File: src/rtl/simple_bus_arbiter_if.sv
// Bundle of the arbiter's bus-facing signals.
//   req        per-master level request
//   start      bus snoop: start strobe (upper-address cycle)
//   read       bus snoop: read flag, valid in the lower-address cycle
//   dataValid  bus snoop: data-phase completion strobe
//   gnt        one-hot grant
//   owner      index of the granted master, valid while busy
//   busy       arbiter is not idle
//   timeout    one-cycle pulse when an unused grant is revoked
//   proto_err  one-cycle pulse on an unexpected start
// The slave modport is the arbiter's view; the master modport is the
// view of whatever drives requests and snooped bus activity.
interface simple_bus_arbiter_if #(
    parameter int N_MASTERS = 4
);
    logic [N_MASTERS-1:0]         req;
    logic                         start;
    logic                         read;
    logic                         dataValid;
    logic [N_MASTERS-1:0]         gnt;
    logic [$clog2(N_MASTERS)-1:0] owner;
    logic                         busy;
    logic                         timeout;
    logic                         proto_err;

    modport slave (
        input  req, start, read, dataValid,
        output gnt, owner, busy, timeout, proto_err
    );

    modport master (
        output req, start, read, dataValid,
        input  gnt, owner, busy, timeout, proto_err
    );
endinterface

File: src/rtl/simple_bus_arbiter.sv
// Round-robin arbiter and transaction tracker for the multiplexed simple bus.
// Grants the bus to one master at a time, follows the granted transaction
// through its address and data phases by snooping start/read/dataValid, and
// releases the grant when the data phase completes. A grant left unused for
// GRANT_TIMEOUT cycles is revoked.
// Ports:
//   clock  bus clock, all state updates on the rising edge
//   reset  asynchronous, active-high reset
//   bus    simple_bus_arbiter_if.slave (req/start/read/dataValid in,
//          gnt/owner/busy/timeout/proto_err out, all outputs registered)
module simple_bus_arbiter #(
    parameter int N_MASTERS     = 4,
    parameter int GRANT_TIMEOUT = 8
) (
    input  logic                  clock,
    input  logic                  reset,
    simple_bus_arbiter_if.slave   bus
);

    localparam int OW = $clog2(N_MASTERS);
    localparam int CW = $clog2(GRANT_TIMEOUT);

    localparam logic [2:0] S_IDLE    = 3'd0;
    localparam logic [2:0] S_GRANTED = 3'd1;
    localparam logic [2:0] S_ADDR    = 3'd2;
    localparam logic [2:0] S_RDATA   = 3'd3;
    localparam logic [2:0] S_WDATA   = 3'd4;

    localparam logic [CW-1:0]        CNT_LAST = CW'(GRANT_TIMEOUT - 1);
    localparam logic [OW-1:0]        LAST_RST = OW'(N_MASTERS - 1);
    localparam logic [N_MASTERS-1:0] ONE_HOT0 = {{(N_MASTERS-1){1'b0}}, 1'b1};

    // Round-robin search: first set request after 'last', wrapping modulo
    // N_MASTERS. Returns {found, index}.
    function automatic logic [OW:0] pick_next(input logic [N_MASTERS-1:0] r,
                                               input logic [OW-1:0]        last);
        logic          found;
        logic [OW-1:0] idx;
        logic [OW-1:0] cand;
        found = 1'b0;
        idx   = {OW{1'b0}};
        for (int k = 1; k <= N_MASTERS; k++) begin
            cand = OW'((int'(last) + k) % N_MASTERS);
            if (!found && r[cand]) begin
                found = 1'b1;
                idx   = cand;
            end else begin
                found = found;
            end
        end
        return {found, idx};
    endfunction

    logic [2:0]           state_r;
    logic [N_MASTERS-1:0] gnt_r;
    logic [OW-1:0]        owner_r;
    logic [OW-1:0]        last_r;
    logic [CW-1:0]        cnt_r;
    logic                 busy_r;
    logic                 timeout_r;
    logic                 proto_err_r;

    logic [2:0]           state_s;
    logic [N_MASTERS-1:0] gnt_s;
    logic [OW-1:0]        owner_s;
    logic [OW-1:0]        last_s;
    logic [CW-1:0]        cnt_s;
    logic                 timeout_s;
    logic                 proto_err_s;
    logic [OW:0]          pick_s;

    // Next-state logic: arbitration, transaction tracking and pulse generation.
    always_comb begin
        state_s     = state_r;
        gnt_s       = gnt_r;
        owner_s     = owner_r;
        last_s      = last_r;
        cnt_s       = cnt_r;
        timeout_s   = 1'b0;
        proto_err_s = 1'b0;
        pick_s      = pick_next(bus.req, last_r);

        case (state_r)
            S_IDLE: begin
                // A start with nobody granted is a protocol violation; the
                // arbiter holds still for that cycle rather than granting
                // into a bus that someone is already driving.
                if (bus.start) begin
                    proto_err_s = 1'b1;
                    gnt_s       = {N_MASTERS{1'b0}};
                end else if (pick_s[OW]) begin
                    state_s = S_GRANTED;
                    gnt_s   = ONE_HOT0 << pick_s[OW-1:0];
                    owner_s = pick_s[OW-1:0];
                    last_s  = pick_s[OW-1:0];
                    cnt_s   = {CW{1'b0}};
                end else begin
                    gnt_s = {N_MASTERS{1'b0}};
                end
            end
            S_GRANTED: begin
                if (bus.start) begin
                    state_s = S_ADDR;
                end else if (!bus.req[owner_r]) begin
                    state_s = S_IDLE;
                    gnt_s   = {N_MASTERS{1'b0}};
                end else if (cnt_r == CNT_LAST) begin
                    state_s   = S_IDLE;
                    gnt_s     = {N_MASTERS{1'b0}};
                    timeout_s = 1'b1;
                end else begin
                    // Never reaches CNT_LAST+1, so the counter cannot wrap.
                    cnt_s = cnt_r + {{(CW-1){1'b0}}, 1'b1};
                end
            end
            S_ADDR: begin
                if (bus.start) begin
                    proto_err_s = 1'b1;
                end else begin
                    proto_err_s = 1'b0;
                end
                state_s = bus.read ? S_RDATA : S_WDATA;
            end
            S_RDATA, S_WDATA: begin
                // A stray start is flagged but never aborts the transfer.
                if (bus.start) begin
                    proto_err_s = 1'b1;
                end else begin
                    proto_err_s = 1'b0;
                end
                if (bus.dataValid) begin
                    state_s = S_IDLE;
                    gnt_s   = {N_MASTERS{1'b0}};
                end else begin
                    state_s = state_r;
                end
            end
            default: begin
                state_s = S_IDLE;
                gnt_s   = {N_MASTERS{1'b0}};
            end
        endcase
    end

    // State and output registers.
    always_ff @(posedge clock or posedge reset) begin
        if (reset) begin
            state_r     <= S_IDLE;
            gnt_r       <= {N_MASTERS{1'b0}};
            owner_r     <= {OW{1'b0}};
            last_r      <= LAST_RST;
            cnt_r       <= {CW{1'b0}};
            busy_r      <= 1'b0;
            timeout_r   <= 1'b0;
            proto_err_r <= 1'b0;
        end else begin
            state_r     <= state_s;
            gnt_r       <= gnt_s;
            owner_r     <= owner_s;
            last_r      <= last_s;
            cnt_r       <= cnt_s;
            busy_r      <= (state_s != S_IDLE);
            timeout_r   <= timeout_s;
            proto_err_r <= proto_err_s;
        end
    end

    assign bus.gnt       = gnt_r;
    assign bus.owner     = owner_r;
    assign bus.busy      = busy_r;
    assign bus.timeout   = timeout_r;
    assign bus.proto_err = proto_err_r;

endmodule

File: src/flat_wrapper.sv
// flat-port wrapper written by rule: the top's interface ports become plain ports
module simple_bus_arbiter_flat 
#(
    parameter int N_MASTERS     = 4,
    parameter int GRANT_TIMEOUT = 8
)
  (clock, reset, bus_req, bus_start, bus_read, bus_dataValid, bus_gnt, bus_owner, bus_busy, bus_timeout, bus_proto_err);
  simple_bus_arbiter_if #(.N_MASTERS(N_MASTERS)) bus_i ();
  input  logic clock;
  input  logic reset;
  input wire logic [$bits(bus_i.req)-1:0] bus_req;
  input wire logic [$bits(bus_i.start)-1:0] bus_start;
  input wire logic [$bits(bus_i.read)-1:0] bus_read;
  input wire logic [$bits(bus_i.dataValid)-1:0] bus_dataValid;
  output wire logic [$bits(bus_i.gnt)-1:0] bus_gnt;
  output wire logic [$bits(bus_i.owner)-1:0] bus_owner;
  output wire logic [$bits(bus_i.busy)-1:0] bus_busy;
  output wire logic [$bits(bus_i.timeout)-1:0] bus_timeout;
  output wire logic [$bits(bus_i.proto_err)-1:0] bus_proto_err;
  assign bus_i.req = bus_req;
  assign bus_i.start = bus_start;
  assign bus_i.read = bus_read;
  assign bus_i.dataValid = bus_dataValid;
  assign bus_gnt = bus_i.gnt;
  assign bus_owner = bus_i.owner;
  assign bus_busy = bus_i.busy;
  assign bus_timeout = bus_i.timeout;
  assign bus_proto_err = bus_i.proto_err;
  simple_bus_arbiter #(.N_MASTERS(N_MASTERS), .GRANT_TIMEOUT(GRANT_TIMEOUT)) u_core (.clock(clock), .reset(reset), .bus(bus_i));
endmodule
File: config.mk
export PLATFORM = sky130hd
export DESIGN_NAME = simple_bus_arbiter_flat
export DESIGN_NICKNAME = d
export VERILOG_FILES = /design/src/rtl/simple_bus_arbiter_if.sv /design/src/rtl/simple_bus_arbiter.sv /design/src/flat_wrapper.sv
export SDC_FILE = /design/constraint.sdc
export NUM_CORES = 1
export LEC_CHECK = 0
export ABC_AREA = 1
export CORE_ASPECT_RATIO = 0.6
export CORE_MARGIN = 4
export CORE_UTILIZATION = 24
export CTS_BUF_LIST = sky130_fd_sc_hd__clkbuf_4
export DETAILED_ROUTE_END_ITERATION = 10
export HOLD_SLACK_MARGIN = 0.1
export PLACE_DENSITY = 0.47
export REMOVE_ABC_BUFFERS = 1
export SYNTH_ARGS = -nofsm -noshare
export SYNTH_HDL_FRONTEND = slang
export SYNTH_SLANG_ARGS = --single-unit
File: constraint.sdc
create_clock -name clock -period 3 [get_ports clock]
set_input_delay 0.9 -clock clock [delete_from_list [all_inputs] [get_ports clock]]
set_output_delay 0.9 -clock clock [all_outputs]
set_load 0.02 [all_outputs]
==> impl_metrics.py, run 1 <==
metrics = {
    "setup_path": {
        "worstPathArrival_ns": 2.54,
        "critPathTopFamily": "simple AND/OR/NAND/NOR gates",
        "crit_buf_inv": 1,
        "startpoint_type": "primary input",
        "critPathRequiredTime_ns": 3.22,
        "crit_cells": 7,
        "worstPathMaxFanout": 5,
        "endpoint_kind": "flip-flop",
        "slowest_stage": "clkdlybuf4s50_1",
        "slowest_delay_ns": 0.51,
        "cp_cell_sequence": "clkdlybuf4s50_1 > o21ai_0 > o21ai_0 > nand4_1 > nand2_4 > nand3_2 > o21ai_2",
        "r2r_cells": 11,
        "critPathKind": "in2reg",
        "crit_path_frequent_cell": "o21ai_0",
    },
    "final_layout": {
        "final_cell_mix": "42 x nand2_1, 17 x clkdlybuf4s50_1, 16 x inv_1, 15 x dfrtp_1, 12 x nand3_1",
        "final_nets": 181,
        "final_common_cell": "nand2_1",
        "layout-drive-gt1-share": 0.231,
        "areaGrowthSynthToFinish_pct": 23.3,
        "insertedDiodeCount": 0,
    },
    "min_path": {
        "min_path_cells": 2,
        "hold_path_class": "reg2reg",
    },
    "timing": {
        "grt_setup_unrepaired": "false",
        "tightest_slew_ns": 0.668,
        "fin_crit_ns": 2.32,
        "fin_crit_sh": 0.773,
        "setup_slack_ns": 0.680,
        "slew_headroom": 0.554,
        "tns_ns": 0,
        "fmax_mhz": 431,
        "setup_viol": 0,
        "final_hold_viol_count": 0,
        "skew_ns": 0.0164,
        "hold_ws_ns": 0.502,
        "drv_slew": 0,
    },
    "clock_tree": {
        "root_buffer": "clkbuf_4",
        "cts_tree": "yes",
        "htreeDepth": 1,
        "clock_latency_ns": 0.30,
        "cts_setup_buffers": 0,
        "cts_buffers": 3,
        "ctsHoldBuffers": 0,
        "cts_max_path_buffers": 2,
        "clock_sinks": 17,
        "cts.clk_slew.worst_paths_ns": 0.11,
        "cts_resized": 0,
    },
    "logic_synthesis": {
        "synth_top_area_share": 0.330,
        "yosys-top-cells-area": "dfrtp_1 33%, nand2_1 14%, nand2_2 6.0%",
        "synth-seq-cells": 17,
        "yosysWarnings": 0,
        "syn_area_sq_um": 1140,
        "yosysUniqueCellTypes": 24,
        "avgSynthCellArea_sq_um": 7.64,
        "syn_inst": 149,
        "yosysSeqAreaShare": 0.376,
        "synth.largest_area_cell": "dfrtp_1",
    },
    "route": {
        "via_count": 1004,
        "viasPerCell": 4.33,
        "drc": 0,
        "drt_iter0_drc": 102,
        "first_pass_iters": 4,
        "routedWlPerCell_um": 11.4,
        "ant_nets": 0,
        "totalWireLength_mm": 2.65,
    },
    "grt": {
        "grt_overflow": 0,
        "grt_max_degree": 18,
        "grt_pass1_vias": 970,
        "grt_pass1_wl_mm": 4.60,
        "grt_usage": 0.0997,
        "antenna_found_initial": 0,
    },
    "pwr": {
        "cellPowerDensity_nw_per_um2": 1060,
        "vdd_ir_drop_max_uv": 342,
        "p_leak_nw": 0.695,
    },
    "placement": {
        "portBuffers": 17,
        "dpl.hpwl_mm": 2.21,
        "dp_slack_ns": 0.345,
        "gp_congestion": 0.791,
    },
    "floorplan": {
        "initial_utilization": 0.248,
        "row_count": 19,
        "ios": 18,
        "die_w_um": 96.9,
        "core_sq_um": 4590,
        "die-height_um": 61.4,
        "die-area_sq_um": 5950,
    },
    "status": {
        "status": "complete, no violations",
    },
    "flow_run": {
        "maxCapViolCount": 0,
    },
}
==> cell type report <==
type	count	area (sq um)
Clock buffer	3	22.5
Clock inverter	1	5.00
Fill cell	481	3180
Inverter	20	85.1
Multi-Input combinational cell	111	614
Sequential cell	17	428
Tap cell	63	78.8
Timing Repair Buffer	17	170
==> registers in the layout, indices dropped and copies added (netlist names) <==
register,cells
u_core.cnt_r,3
u_core.last_r,2
u_core.bus.proto_err,1
u_core.bus.gnt,4
u_core.bus.timeout,1
u_core.state_r,3
u_core.bus.owner,2
u_core.bus.busy,1
==> per-layer routing <==
layer | vias to the layer above | share of wire | track usage
li1 | 518 | - | -
met3 | 5 | 0.069 | 0.0385
met1 | 450 | 0.54 | 0.144
met4 | 0 | 0.0094 | 0.0240
met2 | 31 | 0.39 | 0.140
met5 | - | 0 | 0
==> final timing paths <==
path                                   startpoint                end  slack [ns]
worst max-delay path                   bus_req[2]    u_core.cnt_r[0]        0.68
worst min-delay path            u_core.bus.gnt[0]  u_core.bus.gnt[0]        0.50
worst max register to register   u_core.last_r[0]    u_core.cnt_r[0]        1.22
worst min register to register  u_core.bus.gnt[0]  u_core.bus.gnt[0]        0.50
max in group asynchronous                   reset    u_core.bus.busy        1.58
min in group asynchronous                   reset  u_core.bus.gnt[1]        0.98
==> synthesized netlist by cell type (all sizes together) <==
cell     n
nand4    3
nor3     4
inv     20
o21bai   1
o21ai    8
nand3b   1
dfrtp   15
nand3   15
dfstp    2
buf      1
nand2   59
a21oi    7
ha       2
nor2    11
==> worst reg2reg max path, stage by stage (launching register included) <==
cell and delay (ns):
dfstp_2 0.67, inv_8 0.08, nand2_2 0.07, nand2_1 0.08, nand2_1 0.11, nand2_2 0.07, nor2_4 0.12, nand3_2 0.09
nand2_4 0.16, nand2_4 0.08, nand3_2 0.07, o21ai_2 0.05
==> power breakdown <==
group / switching (W) / internal [W]
Sequential: 0.0000772 / 0.000322
Clock: 0.0000745 / 0.0000497
Combinational: 0.000630 / 0.000339
==> kinds of logic after synthesis <==
group,Yosys count,share of synthesized area
DFF,17,0.376
and+or+nand+nor,93,0.425
AOI/OAI and AO/OA,16,0.0923
adders and majority gates,2,0.0220
buffers and inverters,21,0.0846
==> through the flow <==
stage | instances | power, W | area, sq um | util
3_3_place_gp | 228 | 0.00137 | 1380 | 0.300
6_report | 232 | 0.00149 | 1400 | 0.306
2_1_floorplan | 148 | 0.00113 | 1130 | -
3_5_place_dp | 228 | 0.00137 | 1380 | 0.300
5_1_grt | 232 | 0.00165 | 1400 | 0.306
4_1_cts | 232 | 0.00151 | 1400 | 0.306
Power figures use the tool's default switching activity.
==> run 2: changes to the inputs <==
Settings changed: PLACE_DENSITY 0.47 to 0.48.
Clock period 3 ns to 1.95 ns, I/O delays scaled along.
==> impl_metrics.py, run 2 (synthesis results as in run 1) <==
metrics = {
    "pwr": {
        "cellPowerDensity_nw_per_um2": 1640,
        "vdd_ir_drop_max_uv": 607,
        "swShare": 0.509,
        "netSwitchingPower_w": 0.00123,
        "intPower_w": 0.00118,
        "combPwrFrac": 0.659,
        "power.share.clock": 0.084,
        "fin_total_pwr_w": 0.00241,
        "p_leak_nw": 0.756,
        "p_seq_frac": 0.257,
    },
    "setup_path": {
        "critPathTopFamily": "buffers and inverters",
        "worstPathMaxFanout": 2,
        "r2r_cells": 11,
        "slowest_delay_ns": 0.61,
        "reg2reg_from": "u_core.last_r[0]",
        "crit_buf_inv": 1,
        "critPathKind": "reg2out",
        "endpoint_kind": "output port",
        "timing.rr.end": "u_core.cnt_r[2]",
        "worstPathArrival_ns": 1.27,
        "crit_cells": 1,
        "critPathRequiredTime_ns": 1.36,
        "startpoint_type": "flip-flop",
        "r2r_setup_slack_ns": 0.20,
        "cp_cell_sequence": "clkdlybuf4s50_1",
        "slowest_stage": "clkdlybuf4s50_1",
    },
    "final_layout": {
        "areaGrowthSynthToFinish_pct": 29.0,
        "final_common_cell": "nand2_1",
        "fillers": 486,
        "finalNonFillerCells": 240,
        "final_nets": 189,
        "insertedDiodeCount": 0,
        "final_cell_mix": "41 x nand2_1, 16 x inv_1, 15 x dfrtp_1, 14 x clkdlybuf4s50_1",
        "layout-drive-gt1-share": 0.271,
        "largest_register_ff_count": 4,
    },
    "timing": {
        "grt_setup_unrepaired": "false",
        "fin_crit_sh": 0.954,
        "setup_slack_ns": 0.0901,
        "fmax_mhz": 538,
        "tns_ns": 0,
        "tightest_slew_ns": 0.369,
        "setup_viol": 0,
        "final_hold_viol_count": 0,
        "hold_ws_ns": 0.494,
        "slew_headroom": 0.752,
        "skew_ns": 0.00727,
        "drv_slew": 0,
        "fin_crit_ns": 1.86,
    },
    "min_path": {
        "min_path_cells": 2,
        "hold_path_class": "reg2reg",
        "hold_end": "u_core.bus.gnt[1]",
        "hp-start": "u_core.bus.gnt[1]",
    },
    "route": {
        "totalWireLength_mm": 2.70,
        "ant_nets": 0,
        "viasPerCell": 4.33,
        "first_pass_iters": 4,
        "wl_met3_um": 179,
        "wl_met1_mm": 1.42,
        "drc": 0,
        "drt_iter0_drc": 32,
        "top_layer_used": "met4",
        "wl_met2_mm": 1.08,
        "routedWlPerCell_um": 11.3,
        "via_count": 1040,
    },
    "clock_tree": {
        "cts_max_path_buffers": 2,
        "cts_tree": "yes",
        "cts_buffers": 3,
        "clock_sinks": 17,
        "clock_latency_ns": 0.29,
        "cts.clk_slew.worst_paths_ns": 0.10,
        "ctsHoldBuffers": 0,
        "root_buffer": "clkbuf_4",
        "htreeDepth": 1,
    },
    "grt": {
        "grt_max_degree": 18,
        "grt_overflow": 0,
        "grt_usage": 0.101,
        "grt_pass1_wl_mm": 4.66,
        "antenna_found_initial": 0,
        "grt_pass1_vias": 970,
    },
    "placement": {
        "dp_cells": 235,
        "portBuffers": 17,
        "gp_congestion": 0.810,
        "dp_slack_ns": -0.255,
        "dpl.hpwl_mm": 2.23,
    },
    "floorplan": {
        "die_w_um": 96.9,
        "ios": 18,
        "die-area_sq_um": 5950,
        "initial_utilization": 0.248,
        "core_sq_um": 4590,
        "die-height_um": 61.4,
        "row_count": 19,
    },
    "flow_run": {
        "maxCapViolCount": 0,
    },
    "status": {
        "status": "complete, no violations",
    },
}
[run 2: cell count changes in the layout (fill, tap and decap cells not counted), sizes merged]
cell	before	now
clkbuf	3	4
dlygate4sd2	0	2
dlymetal6s2s	0	1
clkinv	1	0
buf	0	8
clkdlybuf4s50	17	14
[run 2: through the flow]
stage	utilization	area (sq um)
6_report	0.320	1470
5_1_grt	0.320	1470
4_1_cts	0.317	1460
3_5_place_dp	0.311	1430
3_3_place_gp	0.311	1430
2_1_floorplan	-	1130
[run 2: cell type report]
cell class,instances,area [sq um],share of cell area
multi-input cells,111,617,0.420
inverters,20,85.1,0.0579
repair buffers,25,230,0.157
well taps,63,78.8,0.0537
clock buffers,4,30.0,0.0204
flip-flops and latches,17,428,0.291
[run 2: worst max-delay path by stage]
stage,slack [ns],to,startpoint
detailed placement,-0.26,u_core.bus.gnt[3],bus_req[2]
global placement,-0.24,u_core.bus.gnt[2],bus_req[2]
CTS,0.04,bus_gnt[2],u_core.bus.gnt[2]
global route,0.003,u_core.cnt_r[0],bus_req[1]
finish,0.09,bus_gnt[3],u_core.bus.gnt[3]
floorplan,0.39,u_core.cnt_r[1],u_core.last_r[0]
[run 2: power groups by stage]
stage / registers [W] / clock network (W) / logic, W
after global placement: 0.000621 / 0 / 0.00156
after CTS: 0.000619 / 0.000214 / 0.00157
after global routing: 0.000638 / 0.000237 / 0.00177
final: 0.000618 / 0.000203 / 0.00159
after floorplan: 0.000662 / 0 / 0.00107
after detailed placement: 0.000625 / 0 / 0.00158
[run 2: layer usage]
metal	global-route usage	up-vias
li1	-	536
met1	0.141	472
met2	0.144	27
met3	0.0407	5
met4	0.0280	0
met5	0	-
[run 2: timing repair]
item / in CTS / in global routing
gates resized for setup: 2 / 3
setup endpoints to repair: 2 / 8
setup buffers: 0 / 1
